`src/rtl/rip_trap_ctrl_pkg.sv`:
```
// Shared configuration for the RIP trap controller: CSR map, cause codes,
// trap FSM state/kind types and redirect latencies.
package rip_trap_ctrl_pkg;

  localparam logic [11:0] CSR_MTVEC  = 12'h305;
  localparam logic [11:0] CSR_MEPC   = 12'h341;
  localparam logic [11:0] CSR_MCAUSE = 12'h342;
  localparam logic [11:0] CSR_CYCLE  = 12'hC00;
  localparam logic [11:0] CSR_BPTP   = 12'hFC0;
  localparam logic [11:0] CSR_BPTN   = 12'hFC1;
  localparam logic [11:0] CSR_BPFP   = 12'hFC2;
  localparam logic [11:0] CSR_BPFN   = 12'hFC3;

  localparam int CAUSE_ILLEGAL_INST = 2;
  localparam int CAUSE_ECALL        = 11;

  typedef enum logic [1:0] {
    IDLE     = 2'd0,
    DRAIN    = 2'd1,
    COMMIT   = 2'd2,
    REDIRECT = 2'd3
  } trap_state_e;

  typedef enum logic {
    EXC  = 1'b0,
    MRET = 1'b1
  } trap_kind_e;

  // Cycles from the exc_valid/mret_valid cycle to the redirect strobe,
  // assuming flush_done is already high.
  localparam int EXC_REDIRECT_LAT  = 3;
  localparam int MRET_REDIRECT_LAT = 2;

  function automatic logic is_bp_addr(input logic [11:0] addr);
    return addr[11:2] == CSR_BPTP[11:2];
  endfunction

endpackage

```
`src/rtl/rip_bp_stat_counters.sv`:
```
// Branch-predictor outcome counters (TP/TN/FP/FN) with CSR read mux.
// Only built when RIP_BP_STATS_EN is defined.
`ifdef RIP_BP_STATS_EN
module rip_bp_stat_counters
  import rip_trap_ctrl_pkg::*;
#(
  parameter int XLEN = 32
) (
  input  logic            clk,
  input  logic            rst,
  input  logic            bp_update,
  input  logic            bp_pred_taken,
  input  logic            bp_actual_taken,
  input  logic [11:0]     csr_addr,
  output logic [XLEN-1:0] rdata,
  output logic            hit
);

  logic [XLEN-1:0] r_tp;
  logic [XLEN-1:0] r_tn;
  logic [XLEN-1:0] r_fp;
  logic [XLEN-1:0] r_fn;

  always_ff @(posedge clk) begin
    if (rst) begin
      r_tp <= '0;
      r_tn <= '0;
      r_fp <= '0;
      r_fn <= '0;
    end else if (bp_update) begin
      case ({bp_pred_taken, bp_actual_taken})
        2'b11:   r_tp <= r_tp + 1'b1;
        2'b00:   r_tn <= r_tn + 1'b1;
        2'b10:   r_fp <= r_fp + 1'b1;
        default: r_fn <= r_fn + 1'b1;
      endcase
    end
  end

  always_comb begin
    hit   = is_bp_addr(csr_addr);
    rdata = '0;
    if (hit) begin
      case (csr_addr[1:0])
        2'd0:    rdata = r_tp;
        2'd1:    rdata = r_tn;
        2'd2:    rdata = r_fp;
        default: rdata = r_fn;
      endcase
    end
  end

endmodule
`endif

```
`src/rtl/rip_trap_ctrl.sv`:
```
// Machine-mode trap sequencer and CSR owner for the RIP core.
// Optional branch-predictor statistics CSRs under RIP_BP_STATS_EN.
module rip_trap_ctrl
  import rip_trap_ctrl_pkg::*;
#(
  parameter int              XLEN        = 32,
  parameter logic [XLEN-1:0] MTVEC_RESET = '0
) (
  input  logic            clk,
  input  logic            rst,
  input  logic            exc_valid,
  input  logic [XLEN-1:0] exc_cause,
  input  logic [XLEN-1:0] exc_pc,
  input  logic            mret_valid,
  output logic            flush_req,
  input  logic            flush_done,
  output logic            redirect_valid,
  output logic [XLEN-1:0] redirect_pc,
  output logic            busy,
  input  logic            csr_re,
  input  logic            csr_we,
  input  logic [11:0]     csr_addr,
  input  logic [XLEN-1:0] csr_wdata,
  output logic [XLEN-1:0] csr_rdata,
  output logic            csr_illegal,
  input  logic            bp_update,
  input  logic            bp_pred_taken,
  input  logic            bp_actual_taken
);

  trap_state_e     r_state;
  trap_kind_e      r_kind;
  logic [XLEN-1:0] r_cause;
  logic [XLEN-1:0] r_pc;
  logic [XLEN-1:0] r_mtvec;
  logic [XLEN-1:0] r_mepc;
  logic [XLEN-1:0] r_mcause;
  logic [XLEN-1:0] r_cycle;

  logic [XLEN-1:0] w_rdata;
  logic            w_mapped;
  logic            w_ro;
  logic            w_csr_wr;

`ifdef RIP_BP_STATS_EN
  logic [XLEN-1:0] w_bp_rdata;
  logic            w_bp_hit;

  rip_bp_stat_counters #(
    .XLEN(XLEN)
  ) u_bp_stats (
    .clk             (clk),
    .rst             (rst),
    .bp_update       (bp_update),
    .bp_pred_taken   (bp_pred_taken),
    .bp_actual_taken (bp_actual_taken),
    .csr_addr        (csr_addr),
    .rdata           (w_bp_rdata),
    .hit             (w_bp_hit)
  );
`else
  logic w_unused_bp;
  assign w_unused_bp = bp_update ^ bp_pred_taken ^ bp_actual_taken;
`endif

  // A faulting instruction never retires, so its CSR write is dropped.
  assign w_csr_wr = csr_we && (r_state == IDLE) && !exc_valid && w_mapped && !w_ro;

  always_ff @(posedge clk) begin
    if (rst) begin
      r_state  <= IDLE;
      r_kind   <= EXC;
      r_cause  <= '0;
      r_pc     <= '0;
      r_mtvec  <= MTVEC_RESET;
      r_mepc   <= '0;
      r_mcause <= '0;
      r_cycle  <= '0;
    end else begin
      r_cycle <= r_cycle + 1'b1;
      case (r_state)
        IDLE: begin
          if (exc_valid) begin
            r_cause <= exc_cause;
            r_pc    <= exc_pc;
            r_kind  <= EXC;
            r_state <= DRAIN;
          end else if (mret_valid) begin
            r_kind  <= MRET;
            r_state <= DRAIN;
          end
        end
        DRAIN: begin
          if (flush_done) r_state <= (r_kind == EXC) ? COMMIT : REDIRECT;
        end
        COMMIT: begin
          r_mepc   <= {r_pc[XLEN-1:2], 2'b00};
          r_mcause <= r_cause;
          r_state  <= REDIRECT;
        end
        REDIRECT: r_state <= IDLE;
        default:  r_state <= IDLE;
      endcase

      if (w_csr_wr) begin
        case (csr_addr)
          CSR_MTVEC:  r_mtvec  <= csr_wdata;
          CSR_MEPC:   r_mepc   <= csr_wdata;
          CSR_MCAUSE: r_mcause <= csr_wdata;
          default: ;
        endcase
      end
    end
  end

  always_comb begin
    w_rdata  = '0;
    w_mapped = 1'b1;
    w_ro     = 1'b0;
    case (csr_addr)
      CSR_MTVEC:  w_rdata = r_mtvec;
      CSR_MEPC:   w_rdata = r_mepc;
      CSR_MCAUSE: w_rdata = r_mcause;
      CSR_CYCLE: begin
        w_rdata = r_cycle;
        w_ro    = 1'b1;
      end
      default: begin
`ifdef RIP_BP_STATS_EN
        if (w_bp_hit) begin
          w_rdata = w_bp_rdata;
          w_ro    = 1'b1;
        end else begin
          w_mapped = 1'b0;
        end
`else
        w_mapped = 1'b0;
`endif
      end
    endcase
  end

  assign csr_rdata   = w_rdata;
  assign csr_illegal = ((csr_re || csr_we) && !w_mapped) || (csr_we && w_ro);

  assign busy           = (r_state != IDLE);
  assign flush_req      = (r_state == DRAIN);
  assign redirect_valid = (r_state == REDIRECT);
  assign redirect_pc    = !redirect_valid ? '0 :
                          (r_kind == EXC) ? {r_mtvec[XLEN-1:2], 2'b00} : r_mepc;

endmodule

```
`config.mk`:
```
export PLATFORM = sky130hd
export DESIGN_NAME = rip_trap_ctrl
export DESIGN_NICKNAME = d
export VERILOG_FILES = /design/src/rtl/rip_trap_ctrl_pkg.sv /design/src/rtl/rip_bp_stat_counters.sv /design/src/rtl/rip_trap_ctrl.sv
export SDC_FILE = /design/constraint.sdc
export NUM_CORES = 1
export LEC_CHECK = 0
export ABC_AREA = 1
export CORE_ASPECT_RATIO = 0.6
export CORE_MARGIN = 8
export CORE_UTILIZATION = 40
export DETAILED_ROUTE_END_ITERATION = 12
export PLACE_DENSITY = 0.66
export RECOVER_POWER = 50
export SLEW_MARGIN = 20
export SYNTH_ARGS = -nofsm -noshare
export SYNTH_HDL_FRONTEND = slang
export SYNTH_HIERARCHICAL = 1
export SYNTH_SLANG_ARGS = --single-unit
```
`constraint.sdc`:
```
create_clock -name clk -period 4.12 [get_ports clk]
set_input_delay 0.618 -clock clk [delete_from_list [all_inputs] [get_ports clk]]
set_output_delay 0.618 -clock clk [all_outputs]
set_load 0.01 [all_outputs]
```
Word level (Yosys, flattened, before mapping)
Index checks and enable logic that the tools add are counted.
{ "totals": {"reg_bits": 195, "latch_bits": 0, "mem_bits_rw": 0, "mem_bits_ro": 0, "input_bits": 118, "out_inout_bits": 68, "elab_cells": 55, "memories": 0} }
{ "classes": {"add_sub_neg": 1, "n_mul": 0, "n_div": 0, "n_lt_le_gt_ge": 0, "n_eq_ne": 9, "n_shift": 0, "mux": 18, "bitwise_logic": 0, "n_reduce_logical": 19} }
{ "op_table": {"columns": ["cell", "n"], "rows": [
  ["$mux 32", 8],
  ["$pmux 32 s4", 1],
  ["$eq 12x10->1 const B", 3],
  ["$add 32x1->32 const B", 1],
  ["$eq 12x12->1 const B", 1],
  ["$pmux 2 s4", 1],
  ["$reduce_and 2->1", 4],
  ["$logic_and 1x1->1", 6],
  ["$mux 2", 3],
  ["$mux 1", 5],
  ["$eq 2x2->1 const B", 2],
  ["$reduce_bool 2->1", 2],
  ["$reduce_or 4->1", 1],
  ["$logic_not 1->1", 3],
  ["$ne 3x3->1 const B", 1],
  ["$eq 2x1->1 const B", 1],
  ["$logic_not 2->1", 1],
  ["$logic_or 1x1->1", 2],
  ["$ne 2x1->1 const B", 1]
]} }

Logic depth before layout (Yosys ltp)
Gate-level depths: netlist of run 1.
{ "depth": {"word_depth": 6, "depth_mapped": 13, "mapped_depth_nobuf": 12} }

Least setup slack after synthesis of run 1
OpenSTA, ideal clock, no wires.
{ "synth_path": {"kind": "input-to-output", "start": "in csr_addr[4]", "end": "out csr_rdata[16]", "arrival_time_ns": 1.564, "t_required_ns": 3.502, "path_slack_ns": 1.938, "path_stages": 8, "n_path_buf": 1, "cell_sequence": "inv_2 -> nand2_1 -> nor2_1 -> nand3_2 -> clkinv_1 -> clkbuf_1 -> nand2_1 -> o2111ai_1"} }
{ "synth_via": {"elab_chain_cells": 2, "word_cells_on_any_way": 5, "classes_between": "eq/ne: 4; mux: 1"} }
{ "synth_lines": {"columns": ["item", "line_no", "text"], "rows": [
  ["from (decl)", "rip_trap_ctrl.sv:22", "input logic [11:0] csr_addr,"],
  ["$eq 12x12->1 or $eq 12x10->1 (tied branches)", "rip_trap_ctrl.sv:120", "case (csr_addr)"],
  ["$pmux 32 s4 *", "rip_trap_ctrl.sv:120", null],
  ["to (decl)", "rip_trap_ctrl.sv:24", "output logic [XLEN-1:0] csr_rdata,"]
]} }
Mark *: on every way between the ends. The rest lies on a longest branch, timed or not.

==> parameters.txt, run 1 <==
Parameter                              Value

Run status
  Violated checks    max-capacitance violations, max-slew violations
  Outcome    finished with violations

Synthesis
  Post-Syn Nets    1,613
  Part of the Yosys area used for sequential elements    39.0%
  Count of state elements after synthesis    193
  Synth top area share    39.0%
  Number of different library cells in the post-synthesis netlist    38
  Warning count from the yosys run    6
  Mean Syn Cell Area    6.65 um^2
  Cell types occupying the most area after synthesis    dfxtp_1, nand2_1, nor2_1
  Cell area after synthesis    9900 um^2
  Most area-hungry cell type in the Yosys netlist    dfxtp_1
  Synthesized instance count    1,489

CTS
  Clock latency on the worst-skew pair    450 ps
  CTS resizes    0
  TritonCTS clock tree    built
  Root buffer cell    clkbuf_16
  Number of buffers inserted by hold repair at cts    0
  Number of setup buffers added after CTS    0
  CTS H-tree depth    4
  Number of buffers created by CTS    17
  CTS Sinks    193
  Longest Clk Path Bufs    2
  Register clock-pin slew on the reported worst setup and hold paths    70 ps

Setup path
  Type of element capturing the critical path    flop
  Crit path launch type    input port
  Critical path class    input port to flop
  Data required, critical path    4500 ps
  Largest driver fanout on the critical path    92
  Number of cells on the worst reg-to-reg path    11
  Worst EP arrival    4130 ps

Pwr
  Power per unit of standard cell area    435 nW/um^2
  P_leak    5.27 nW
  Peak VDD IR    0.000261 V

Placed design
  Port Buffers    180
  Placed wire-length estimate    22,500 um
  Gpl congestion    0.859

Timing
  Aggregate negative setup slack    0 ps
  Setup repair after global routing missed its margin    no
  Worst hold margin    484 ps
  Final count of negative-setup-slack endpoints    0
  Period minus WS final    3750 ps
  Count of pins over their slew limit    93
  Clock skew    9.40 ps
  Rel. slew slack    -22.0%
  Pin slew with the least headroom to its limit    1830 ps
  Maximum achievable frequency    0.267 GHz
  Final Hold Violating Endpoints    0
  Final Cycle Share    90.9%

Finish
  Layout cells sized above 1    4.58%
  Final core utilization    51.7%
  Area growth syn-to-layout    26.5%
  Final-stage net count    1,749
  Antenna fix cells    0

Global routing
  Maximum number of pins on one net before global-route repair    93
  Global-route wire length before repair    51,500 um
  GRT Resource Usage Total    21.6%
  Vias in the first global route    9,174
  Final global-route overflow total    0
  Antenna violations before repair    0

Hold path
  Number of cells on the worst hold path    2
  Min-Delay Path Class    flop to flop

Detailed routing
  DRT Wirelength    33,100 um
  Vias per std cell    5.07
  Length of the first detailed-routing pass in iterations    6
  First-iteration detailed-routing DRC count    651
  Remaining antenna violation count    0
  Routed length per instance    16.9 um
  Residual DRC count    0
  Vias    9,945

Floorplanning
  Floorplan die height    138 um
  IO Pins    186
  Core ar.    24,200 um^2
  Die boundary width    219 um
  Effective utilization at floorplan    40.9%
  Number of placement rows    44
  Total Die Area    30,200 um^2

Job
  Number of violations of the max-capacitance limit    1
==> flip-flops by register name, summed over array words and instances (netlist names) <==
name,count
r_cause,32
r_cycle,32
r_kind,1
r_mcause,32
r_mepc,32
r_mtvec,32
r_pc,30
r_state,2
==> worst max-delay path: stages <==
cell and delay [ps]:
dlygate4sd3_1 540, clkbuf_1 500, inv_4 490, clkbuf_2 1390, o21ai_0 360, nor2_1 170
==> worst paths after layout <==
kind,startpoint,to,slack [ps]
hold reg to reg,r_cycle[31],r_cycle[31],480
hold / removal,r_cycle[31],r_cycle[31],480
setup / recovery,rst,r_cause[21],370
setup reg to reg,r_state[1],r_mtvec[1],930
==> metal layers <==
layer	global-route usage (%)	share of wire (%)	wire length [um]
met5	0	0	0
met3	4.25	7.0	2310
met2	33.8	44	14500
met4	5.91	1.2	412
met1	30.1	48	15900
==> synthesized netlist by cell type, drive strengths merged <==
cell	instances
clkbuf	54
clkinv	4
nand3	19
o32ai	1
a21oi	59
o2111ai	32
inv	154
mux2i	58
nor2	337
ha	6
xnor2	1
nand3b	4
nand2	365
xor2	2
nor3	18
buf	31
dfxtp	193
nor4	2
o21ai	106
a31oi	1
or2	2
o21a	2
nor3b	2
nand4	36
==> area by class of cell <==
class	instances	area, um^2
Fill cell	2411	11700
Clock buffer	18	439
Sequential cell	193	3860
Timing Repair Buffer	202	2000
Inverter	158	596
Multi-Input combinational cell	1053	5050
Clock inverter	14	178
Tap cell	322	403
==> logic make-up (layout without fill, tap and decap cells) <==
family	count (synthesis)	after routing	share of synthesized area (%)
xor gates and xnor gates	3	3	0.265
muxes	58	58	5.86
buffers and inverters	243	392	9.92
DFF	193	193	39.0
and+or+nand+nor	785	785	32.7
adders and majority gates	6	6	0.758
AOI/OAI and AO/OA	201	201	11.5
==> report_power, final <==
part / leakage, nW / internal, mW / switching, mW
Sequential: 1.57 / 2.12 / 0.156
Combinational: 3.41 / 0.559 / 0.838
Clock: 0.296 / 0.983 / 0.799
Total: 5.27 / 3.66 / 1.79
==> per-stage QoR <==
step	setup slack (ps)	power, mW	cells	cell area, um^2
after detailed placement	524	3.71	1928	12000
after global routing	176	5.74	1960	12500
after CTS	497	5.49	1960	12600
after floorplan	1940	3.20	1489	9900
final	373	5.45	1960	12500
after global placement	530	3.68	1928	12000
==> layout by cell type (no fill, tap or decap), types with 15 or more instances in the layout <==
cell type,synthesis,routed
a21oi_1,59,59
clkbuf_16,0,17
clkdlybuf4s50_1,0,172
dfxtp_1,193,193
inv_1,145,145
mux2i_1,58,58
nand2_1,361,360
nand4_1,36,36
nor2_1,331,334
nor3_1,15,15
o2111ai_1,32,32
o21ai_0,105,106
Note: power is estimated with default switching activity, not from simulation.
==> run 2, diff against run 1 <==
--- a/config.mk
+++ b/config.mk
@@ -9,9 +9,11 @@
 export CORE_ASPECT_RATIO = 0.6
 export CORE_MARGIN = 8
 export CORE_UTILIZATION = 40
+export CTS_CLUSTER_SIZE = 16
 export DETAILED_ROUTE_END_ITERATION = 12
 export PLACE_DENSITY = 0.66
 export RECOVER_POWER = 50
+export SKIP_CTS_REPAIR_TIMING = 1
 export SLEW_MARGIN = 20
 export SYNTH_ARGS = -nofsm -noshare
 export SYNTH_HDL_FRONTEND = slang
==> results of run 2 <==
Same layout as run 1: the final DEF is identical, and so are final timing and power.
